--- config.mk ---
export PLATFORM = sky130hd
export DESIGN_NAME = prog_loader_flat
export DESIGN_NICKNAME = d
export VERILOG_FILES = /design/src/rtl/prog_loader_pkg.sv /design/src/rtl/prog_loader_if.sv /design/src/rtl/prog_loader_byte_packer.sv /design/src/rtl/prog_loader.sv /design/src/flat_wrapper.sv
export SDC_FILE = /design/constraint.sdc
export NUM_CORES = 1
export LEC_CHECK = 0
export CAP_MARGIN = 5
export CORE_UTILIZATION = 52
export DETAILED_ROUTE_END_ITERATION = 12
export PLACE_DENSITY = 0.84
export SYNTH_ARGS = -nofsm -noshare
export SYNTH_HDL_FRONTEND = slang
export SYNTH_HIERARCHICAL = 1
export SYNTH_SLANG_ARGS = --single-unit
--- constraint.sdc ---
create_clock -name clock -period 2.85 [get_ports clock]
set_clock_uncertainty 0.2 [all_clocks]
set_input_delay 0.7125 -clock clock [delete_from_list [all_inputs] [get_ports clock]]
set_output_delay 0.7125 -clock clock [all_outputs]
set_load 0.05 [all_outputs]
--- src/rtl/prog_loader_pkg.sv ---
// Shared definitions for the program loader.
//   - state_e     : 3-bit loader state encoding
//   - CNT_W       : width of the word-count field at the head of the stream
//   - chk_update  : running XOR checksum step
package prog_loader_pkg;

    localparam int CNT_W = 16;

    typedef enum logic [2:0] {
        S_CNT_HI = 3'd0,
        S_CNT_LO = 3'd1,
        S_DATA   = 3'd2,
        S_WRITE  = 3'd3,
        S_CHECK  = 3'd4,
        S_DONE   = 3'd5,
        S_ERROR  = 3'd6
    } state_e;

    // One step of the 8-bit XOR checksum over the accepted stream bytes.
    function automatic logic [7:0] chk_update(input logic [7:0] acc, input logic [7:0] b);
        return acc ^ b;
    endfunction

endpackage

--- src/rtl/prog_loader_if.sv ---
// Byte-stream input, instruction-memory write port and status of the loader.
//   slave  : the loader side (consumes bytes, produces writes/status)
//   master : the environment side (byte source, memory, core reset, status sink)
interface prog_loader_if;
    logic [7:0]  byte_in;
    logic        byte_valid;
    logic        byte_ready;
    logic [31:0] imem_w_addr;
    logic [31:0] imem_w_data;
    logic        imem_w_ena;
    logic        cpu_reset_n;
    logic        done;
    logic        error;

    modport slave (
        input  byte_in, byte_valid,
        output byte_ready, imem_w_addr, imem_w_data, imem_w_ena,
               cpu_reset_n, done, error
    );

    modport master (
        output byte_in, byte_valid,
        input  byte_ready, imem_w_addr, imem_w_data, imem_w_ena,
               cpu_reset_n, done, error
    );
endinterface

--- src/rtl/prog_loader_byte_packer.sv ---
// byte_packer: assembles four stream bytes, most significant first, into a
// 32-bit word.
//   clock, reset : clock and asynchronous active-low reset
//   shift_en     : shift byte_in into the assembly register this cycle
//   byte_in      : data byte
//   word_out     : assembly register contents (complete after the 4th shift)
//   word_last    : the next shift completes a word
module byte_packer (
    input  logic        clock,
    input  logic        reset,
    input  logic        shift_en,
    input  logic [7:0]  byte_in,
    output logic [31:0] word_out,
    output logic        word_last
);

    logic [31:0] asm_r;
    logic [1:0]  cnt_r;

    // Shift register and byte-position counter; the counter wraps every word.
    always_ff @(posedge clock or negedge reset) begin
        if (!reset) begin
            asm_r <= 32'd0;
            cnt_r <= 2'd0;
        end else if (shift_en) begin
            asm_r <= {asm_r[23:0], byte_in};
            cnt_r <= cnt_r + 2'd1;
        end else begin
            asm_r <= asm_r;
            cnt_r <= cnt_r;
        end
    end

    assign word_out  = asm_r;
    assign word_last = (cnt_r == 2'd3);

endmodule

--- src/rtl/prog_loader.sv ---
// prog_loader: receives a program over a byte stream and writes it into
// instruction memory while holding the processor in reset.
// Stream: count N (16 bit, high byte first), N words (MSB first), checksum
// byte equal to the XOR of every preceding byte.
//   clock : rising-edge clock
//   reset : asynchronous active-low reset
//   bus   : byte stream in, imem write port, cpu_reset_n/done/error out
// A load that is too long or carries a bad checksum ends in a terminal error
// state; the core stays held in reset until the next reset.
module prog_loader
    import prog_loader_pkg::*;
#(
    parameter int unsigned MAX_WORDS = 32'd256
) (
    input logic          clock,
    input logic          reset,
    prog_loader_if.slave bus
);

    state_e           state_r;
    state_e           state_nx_s;
    logic [CNT_W-1:0] cnt_r;
    logic [CNT_W-1:0] idx_r;
    logic [CNT_W-1:0] n_s;
    logic [7:0]       chk_r;
    logic             accept_s;
    logic             shift_s;
    logic             ready_nx_s;
    logic             byte_ready_r;
    logic             ena_r;
    logic             done_r;
    logic             error_r;
    logic             cpu_rst_n_r;
    logic [31:0]      word_s;
    logic             word_last_s;

    assign accept_s = bus.byte_valid & byte_ready_r;
    // Full count as it will be once the low byte lands.
    assign n_s      = {cnt_r[CNT_W-1 -: 8], bus.byte_in};

    byte_packer u_packer (
        .clock     (clock),
        .reset     (reset),
        .shift_en  (shift_s),
        .byte_in   (bus.byte_in),
        .word_out  (word_s),
        .word_last (word_last_s)
    );

    // Next-state decode and packer shift control.
    always_comb begin
        state_nx_s = state_r;
        shift_s    = 1'b0;
        case (state_r)
            S_CNT_HI: begin
                if (accept_s) begin
                    state_nx_s = S_CNT_LO;
                end else begin
                    state_nx_s = state_r;
                end
            end
            S_CNT_LO: begin
                if (!accept_s) begin
                    state_nx_s = state_r;
                end else if ({{(32-CNT_W){1'b0}}, n_s} > MAX_WORDS) begin
                    state_nx_s = S_ERROR;
                end else if (n_s == 16'd0) begin
                    state_nx_s = S_CHECK;
                end else begin
                    state_nx_s = S_DATA;
                end
            end
            S_DATA: begin
                if (accept_s) begin
                    shift_s = 1'b1;
                    if (word_last_s) begin
                        state_nx_s = S_WRITE;
                    end else begin
                        state_nx_s = S_DATA;
                    end
                end else begin
                    state_nx_s = state_r;
                end
            end
            S_WRITE: begin
                if (idx_r == cnt_r - 16'd1) begin
                    state_nx_s = S_CHECK;
                end else begin
                    state_nx_s = S_DATA;
                end
            end
            S_CHECK: begin
                if (!accept_s) begin
                    state_nx_s = state_r;
                end else if (bus.byte_in == chk_r) begin
                    state_nx_s = S_DONE;
                end else begin
                    state_nx_s = S_ERROR;
                end
            end
            S_DONE:  state_nx_s = S_DONE;
            S_ERROR: state_nx_s = S_ERROR;
            // An illegal encoding fails safe: the core stays held.
            default: state_nx_s = S_ERROR;
        endcase
    end

    // Ready is decoded from the next state so the registered copy lines up
    // with the state it belongs to.
    always_comb begin
        ready_nx_s = 1'b0;
        case (state_nx_s)
            S_CNT_HI, S_CNT_LO, S_DATA, S_CHECK: ready_nx_s = 1'b1;
            default:                            ready_nx_s = 1'b0;
        endcase
    end

    // State register plus registered status/strobe outputs.
    always_ff @(posedge clock or negedge reset) begin
        if (!reset) begin
            state_r      <= S_CNT_HI;
            byte_ready_r <= 1'b1;
            ena_r        <= 1'b0;
            done_r       <= 1'b0;
            error_r      <= 1'b0;
            cpu_rst_n_r  <= 1'b0;
        end else begin
            state_r      <= state_nx_s;
            byte_ready_r <= ready_nx_s;
            ena_r        <= (state_nx_s == S_WRITE);
            done_r       <= (state_nx_s == S_DONE);
            error_r      <= (state_nx_s == S_ERROR);
            cpu_rst_n_r  <= (state_nx_s == S_DONE);
        end
    end

    // Word count capture: high byte first, then the full 16-bit value.
    always_ff @(posedge clock or negedge reset) begin
        if (!reset) begin
            cnt_r <= 16'd0;
        end else if (state_r == S_CNT_HI && accept_s) begin
            cnt_r <= {bus.byte_in, 8'd0};
        end else if (state_r == S_CNT_LO && accept_s) begin
            cnt_r <= n_s;
        end else begin
            cnt_r <= cnt_r;
        end
    end

    // Running checksum over count and data bytes (not the checksum byte).
    always_ff @(posedge clock or negedge reset) begin
        if (!reset) begin
            chk_r <= 8'd0;
        end else if (accept_s && (state_r == S_CNT_HI || state_r == S_CNT_LO ||
                                  state_r == S_DATA)) begin
            chk_r <= chk_update(chk_r, bus.byte_in);
        end else begin
            chk_r <= chk_r;
        end
    end

    // Word index; it doubles as the write address during the write cycle.
    always_ff @(posedge clock or negedge reset) begin
        if (!reset) begin
            idx_r <= 16'd0;
        end else if (state_r == S_WRITE) begin
            idx_r <= idx_r + 16'd1;
        end else begin
            idx_r <= idx_r;
        end
    end

    assign bus.byte_ready  = byte_ready_r;
    assign bus.imem_w_ena  = ena_r;
    assign bus.imem_w_addr = {{(32-CNT_W){1'b0}}, idx_r};
    assign bus.imem_w_data = word_s;
    assign bus.done        = done_r;
    assign bus.error       = error_r;
    assign bus.cpu_reset_n = cpu_rst_n_r;

endmodule

--- src/flat_wrapper.sv ---
// flat-port wrapper written by rule: the top's interface ports become plain ports
module prog_loader_flat import prog_loader_pkg::*;
#(
    parameter int unsigned MAX_WORDS = 32'd256
)
  (clock, reset, bus_byte_in, bus_byte_valid, bus_byte_ready, bus_imem_w_addr, bus_imem_w_data, bus_imem_w_ena, bus_cpu_reset_n, bus_done, bus_error);
  prog_loader_if bus_i ();
  input logic clock;
  input logic reset;
  input wire logic [$bits(bus_i.byte_in)-1:0] bus_byte_in;
  input wire logic [$bits(bus_i.byte_valid)-1:0] bus_byte_valid;
  output wire logic [$bits(bus_i.byte_ready)-1:0] bus_byte_ready;
  output wire logic [$bits(bus_i.imem_w_addr)-1:0] bus_imem_w_addr;
  output wire logic [$bits(bus_i.imem_w_data)-1:0] bus_imem_w_data;
  output wire logic [$bits(bus_i.imem_w_ena)-1:0] bus_imem_w_ena;
  output wire logic [$bits(bus_i.cpu_reset_n)-1:0] bus_cpu_reset_n;
  output wire logic [$bits(bus_i.done)-1:0] bus_done;
  output wire logic [$bits(bus_i.error)-1:0] bus_error;
  assign bus_i.byte_in = bus_byte_in;
  assign bus_i.byte_valid = bus_byte_valid;
  assign bus_byte_ready = bus_i.byte_ready;
  assign bus_imem_w_addr = bus_i.imem_w_addr;
  assign bus_imem_w_data = bus_i.imem_w_data;
  assign bus_imem_w_ena = bus_i.imem_w_ena;
  assign bus_cpu_reset_n = bus_i.cpu_reset_n;
  assign bus_done = bus_i.done;
  assign bus_error = bus_i.error;
  prog_loader #(.MAX_WORDS(MAX_WORDS)) u_core (.clock(clock), .reset(reset), .bus(bus_i));
endmodule
==> metrics.txt <==
status finished, final reports clean; Root Driver clkbuf_8; Max stage delay on crit path 0.86 ns; Pre-antenna DRT Iters 4; vertical die dimension 91.97 µm; Worst EP arrival 1.73 ns; Core Footprint 7767 µm²; Synth Instances 356; H-tree depth 3; Fin Setup TNS 0 ns; Synth area leaders dfrtp_1 (48%), mux2_4 (10%), xnor2_1 (6.5%); slowest CP cell clkdlybuf4s50_1; Synth top area share 0.4756; Avg Cell Area, Syn 11.82 µm²; crit-path max FO 6; Setup Viol. Count Final 0; PwrDens 408.3 nW/µm²; Vias 2924; Setup crit start u_core/idx_r[0]$_DFFE_PN0P_; fin nets 446; first-pass GRT wire length 14.95 mm; worst reg2reg startpoint u_core/cnt_r[0]$_DFFE_PN0P_; Post-Layout Cell Count 539; clock buffer depth 2; RSZ-0062 raised after global routing no; Antenna Cells 0; Die Area 8458 µm²; TritonCTS clock tree yes; clock latency on the worst-skew pair 0.35 ns; VDD IR max 0.0003050 V; FFs w/ async S/R, synth 1.000; HP Class input port to asynchronous set/reset pin; Site Rows 32; worst-path cell chain clkdlybuf4s50_1; WP buf/inv 1; Max-Cap Viols 0; EDFF count, synth 0; IO Count 80; Num CTS Buffers 9; CP delay by family, top buffers and inverters; initial antenna violation count 0; min cycle time layout 2.639 ns; largest net degree at the start of global routing 42; Slew @ Worst Pin 0.6620 ns; Critical Path Sink bus_imem_w_addr[0]; vias in the first global route 2964; Seq/Total Area, Yosys 0.4819; Pwr Total 0.002084 W; ys flop type dfrtp_1; DP Wirelength 6.424 mm; final hold violation count 0; antenna-violating nets left 0; pre-CTS setup slack -0.02100 ns; biggest area consumer among synthesized cells dfrtp_1; Remaining DRCs 0; setup ws final 0.2111 ns; CTS resizes 0; Initial DRC Count 211; worst setup path category flip-flop to output port; register bit count reported by yosys 81; Initial Util 0.5419; Leakage 2.400 nW; gr usage total 0.2257; Area Growth Syn to Fin 21.25%; clk sinks 81; layout cells sized above 1 0.2014; filler cell count 585; Yosys warnings 6; crit share post-route 0.9259; R2R cell count 8; relative slew slack 0.5546; die width 91.97 µm; flop2flop setup slack 0.28 ns; CP required 1.94 ns; netlist area before placement 4209 µm²; GP Congestion 0.8491; max-slew violations 0; Netlist cell types 52; placed insts 522; Fmax achieved 378.9 MHz; clock transition at the registers of the reported paths 0.09 ns; global route total overflow 0; worst flop-to-flop path endpoint u_core/state_r[1]$_DFF_PN0_; WL/cell 16.64 µm; Stages on worst setup path 1; Worst Setup End Kind output port; CP startpoint kind flip-flop; PortBufs 63; final WL 8.967 mm; Vias/cell 5.425
[cells in the mapped netlist (all sizes together), types with 9 or more instances]
cell type / number
buf: 26
nor2: 16
nand3: 15
dfrtp: 80
o21ai: 9
nand4: 11
nor4: 11
nand2: 32
xnor2: 31
xor2: 24
nor3: 9
mux2: 42
[metal layers]
metal  up-vias  wire, µm  track usage  part of all wire
met4         0       157      0.07552             0.018
met5         -         0            0                 0
met2        71      4442       0.3700              0.50
met3        15       327      0.03483             0.036
met1      1479      4040       0.3072              0.45
li1       1359         -            -                 -
[layout make-up]
cell class                      count  area (µm²)  share of cell area
Multi-Input combinational cell    254        1957              0.3834
Clock buffer                        9       123.9             0.02427
Clock inverter                      7       60.06             0.01177
Timing Repair Buffer               81       788.3              0.1544
Inverter                            5       18.77            0.003677
Tap cell                          102       127.6             0.02501
Sequential cell                    81        2028              0.3974
[per-stage QoR]
step                      utilization  area [µm²]  hold WS, ns
after detailed placement       0.6324        4912       0.2856
final                          0.6571        5104       0.1258
after global placement         0.6324        4912       0.2633
after CTS                      0.6561        5096       0.1332
after floorplan                     -        4265       0.2169
after global routing           0.6571        5104       0.1649
[report_power, final]
| group | leakage [nW] | internal, W | switching [W] |
|---|---|---|---|
| Sequential | 1.10 | 0.00115 | 0.00000363 |
| Combinational | 1.21 | 0.0000338 | 0.000100 |
| Clock | 0.0901 | 0.000333 | 0.000460 |
[sequential cells by signal, indices dropped and copies added, names as in the netlist]
signal / count
u_core/u_packer/word_out: 32
u_core/bus.error: 1
u_core/state_r: 3
u_core/cnt_r: 16
u_core/bus.imem_w_ena: 1
u_core/bus.cpu_reset_n: 1
u_core/bus.byte_ready: 1
u_core/chk_r: 8
u_core/idx_r: 16
u_core/u_packer/cnt_r: 2
[logic make-up after synthesis]
kind of cell,count (synthesis),synth area share
other,1,0.0008909
xor gates and xnor gates,55,0.1144
DFF,81,0.4819
buffers and inverters,36,0.06777
muxes,42,0.1382
AOI/OAI and AO/OA,27,0.04400
and+or+nand+nor,111,0.1439
adders and majority gates,3,0.008919
[worst min-delay path by stage]
| stage | from | to | slack (ns) | cells after the start |
|---|---|---|---|---|
| after global routing | reset | u_core/u_packer/word_out[28]$_DFFE_PN0P_ | 0.16 | 1 |
| after CTS | reset | u_core/chk_r[7]$_DFFE_PN0P_ | 0.13 | 1 |
| final | reset | u_core/chk_r[7]$_DFFE_PN0P_ | 0.13 | 1 |
| after global placement | u_core/u_packer/cnt_r[0]$_DFFE_PN0P_ | u_core/u_packer/cnt_r[0]$_DFFE_PN0P_ | 0.26 | 1 |
| after detailed placement | u_core/chk_r[1]$_DFFE_PN0P_ | u_core/chk_r[1]$_DFFE_PN0P_ | 0.29 | 1 |
| after floorplan | reset | u_core/bus.cpu_reset_n$_DFF_PN0_ | 0.22 | 0 |
[what timing repair did]
action                                  in CTS  in global routing
hold buffers                                 0                  0
endpoints found under the setup margin       0                  2
setup buffers                                0                  1
[placed cells by master (no fill, tap or decap), types with 2 or more instances in the layout]
cell type        Yosys  final
a21oi_1              4      4
and3b_1              2      2
buf_12               3      2
buf_4               17     17
clkbuf_8             1      9
clkdlybuf4s50_1      0     62
clkinvlp_4           0      2
conb_1               1     16
dfrtp_1             80     80
ha_1                 3      3
inv_1                5      5
inv_6                0      2
inv_8                0      2
mux2_2              13     13
mux2_4              29     29
nand2_1             32     32
nand3_1             15     15
nand4_1             10     10
nor2_1              16     16
nor3_1               9      8
nor4_1              10     10
o21ai_0              9      9
o31ai_1              2      2
or2_2                3      3
or4_1                2      2
xnor2_1             31     31
xor2_1              24     24
Power figures use the tool's default switching activity.
==> edit (config.mk and constraints unchanged) <==
`MAX_WORDS` is set to 32'd256 in 2 places; all go to 32'd128.
--- a/src/rtl/prog_loader.sv
+++ b/src/rtl/prog_loader.sv
@@ -10,7 +10,7 @@
 module prog_loader
     import prog_loader_pkg::*;
 #(
-    parameter int unsigned MAX_WORDS = 32'd256
+    parameter int unsigned MAX_WORDS = 32'd128
 ) (
     input logic          clock,
     input logic          reset,
--- a/src/flat_wrapper.sv
+++ b/src/flat_wrapper.sv
@@ -1,7 +1,7 @@
 // flat-port wrapper written by rule: the top's interface ports become plain ports
 module prog_loader_flat import prog_loader_pkg::*;
 #(
-    parameter int unsigned MAX_WORDS = 32'd256
+    parameter int unsigned MAX_WORDS = 32'd128
 )
   (clock, reset, bus_byte_in, bus_byte_valid, bus_byte_ready, bus_imem_w_addr, bus_imem_w_data, bus_imem_w_ena, bus_cpu_reset_n, bus_done, bus_error);
   prog_loader_if bus_i ();
Function: changed (a bounded check fails within 4 cycles, from zero or initial values and one cycle with reset low).
==> edit against the original RTL <==
First-iteration DRC count is 12% lower. Sequential cell count stayed put. Power is 14% higher. Wire length is 2.5% higher. Clock power is 41% higher. Synthesized cell count is 1.4% lower. Design area is 1.4% higher. Die area is 2.0% lower. Via count is 1.1% higher. Setup slack worse by 0.055 ns. Area after synthesis is 2.0% lower. Combinational power is 16% lower. Critical endpoint is now u_core/state_r[1]$_DFF_PN0_.
==> edit: results (changes against the original RTL) <==
.. list-table::
   :header-rows: 1

   * - Metric
     - Value
   * - Run status
     - complete, no violations (unchanged)
   * - Average wire length per cell after detail routing
     - 17.0 um (was 16.6 um)
   * - CP Data Arrival Time
     - 2.72 ns (was 1.73 ns)
   * - Number of DRC violations after detailed-routing iteration 0
     - 186 (was 211)
   * - Via count of the first global-routing pass
     - 3,043 (was 2,964)
   * - Worst setup slack after placement
     - -0.105 ns (was -0.0210 ns)
   * - Share of the clock period used by the worst path after layout
     - 0.945 (was 0.926)
   * - Fraction of the yosys area taken by sequential cells
     - 0.492 (was 0.482)
   * - Transition at the pin with the smallest max-transition slack
     - 0.539 ns (was 0.662 ns)
   * - Share of final-layout standard cells stronger than drive strength 1
     - 0.203 (was 0.201)
   * - Cell count after placement
     - 524 (was 522)
   * - Largest net degree at the start of global routing
     - 46 (was 42)
   * - Leading cell types by total area after synthesis
     - sky130_fd_sc_hd__dfrtp_1 49%, sky130_fd_sc_hd__mux2_4 11%, sky130_fd_sc_hd__xnor2_1 7.0% (was sky130_fd_sc_hd__dfrtp_1 48%, sky130_fd_sc_hd__mux2_4 10%, sky130_fd_sc_hd__xnor2_1 6.5%)
   * - Register-to-register setup slack
     - 0.16 ns (was 0.28 ns)
   * - Peak fanout along the critical path
     - 7 (was 6)
   * - Placer's final routability congestion estimate
     - 0.969 (was 0.849)
   * - Final net count
     - 447 (was 446)
   * - Drt first pass iters
     - 7 (was 4)
   * - Post-detailed-placement cell area
     - 4890 sq um (was 4910 sq um)
   * - Finished Layout Cells
     - 540 (was 539)
   * - Worst-path cell with the longest stage delay
     - sky130_fd_sc_hd__or4_1 (was sky130_fd_sc_hd__clkdlybuf4s50_1)
   * - Top delay family on crit path
     - simple AND/OR/NAND/NOR gates (was buffers and inverters)
   * - Cells after synthesis
     - 351 (was 356)
   * - Crit path launch
     - u_core/cnt_r[8]$_DFFE_PN0P_ (was u_core/idx_r[0]$_DFFE_PN0P_)
   * - Most frequent cells after synthesis
     - 80 x sky130_fd_sc_hd__dfrtp_1, 35 x sky130_fd_sc_hd__nand2_1, 33 x sky130_fd_sc_hd__xnor2_1 (was 80 x sky130_fd_sc_hd__dfrtp_1, 32 x sky130_fd_sc_hd__nand2_1, 31 x sky130_fd_sc_hd__xnor2_1)
   * - R2R depth
     - 6 (was 8)
   * - Leakage power total
     - 2.39 nW (was 2.40 nW)
   * - Half-perimeter wire length after detailed placement
     - 6590 um (was 6420 um)
   * - Overall Global Routing Usage
     - 0.237 (was 0.226)
   * - Worst VDD drop
     - 0.000396 V (was 0.000305 V)
   * - Worst hold slack after final layout
     - 0.0976 ns (was 0.126 ns)
   * - Wire length of the first global-routing pass
     - 15,300 um (was 15,000 um)
   * - Maximum cell stage delay along the critical path
     - 0.61 ns (was 0.86 ns)
   * - Fraction of registers with async set/reset
     - 1.00 (unchanged)
   * - Inserted Diodes
     - 0 (unchanged)
==> edit: kinds of logic (layout without fill, tap and decap cells) <==
family,after synthesis,count (layout),synth area share
flip-flops,81,81,0.492
multiplexers,41,41,0.138
other,1,16,0.000909
AND/OR/NAND/NOR,99,99,0.128
adder cells (fa/ha/maj),3,3,0.00910
buffers and inverters,35,107,0.0613
AO/OA/AOI/OAI,42,42,0.0668
XOR/XNOR,49,49,0.104
==> edit: report_power, final <==
part           leakage [nW]  internal, mW  switching, mW
clock                 0.137         0.699          0.425
sequential             1.10          1.15              0
combinational          1.15        0.0259         0.0868
==> edit: layer usage <==
metal  up-vias  GRT usage  routed length [um]
met5         -          0                   0
met4         0      0.110                 254
met3        20     0.0377                 361
met2        99      0.407                4740
li1       1348          -                   -
met1      1488      0.294                3840
==> edit: worst paths after layout <==
path | to
worst max-delay path | u_core/state_r[1]$_DFF_PN0_
max in group asynchronous | u_core/cnt_r[12]$_DFFE_PN0P_
min in group clock | u_core/u_packer/cnt_r[0]$_DFFE_PN0P_
worst min-delay path | u_core/u_packer/word_out[27]$_DFFE_PN0P_
worst max register to register | u_core/state_r[1]$_DFF_PN0_
worst min register to register | u_core/u_packer/cnt_r[0]$_DFFE_PN0P_
==> edit: final cells by class <==
type	count	area (sq um)
clock buffer	10	138
multi-input combinational	250	1910
timing repair buffer	83	803
clock inverter	6	138
inverter	8	30.0
tap	102	128
sequential	81	2030
fill	546	2510
==> edit: repair_timing <==
action	in CTS	in global routing
endpoints found under the setup margin	0	1
resized for setup	0	1
hold buffers	0	0
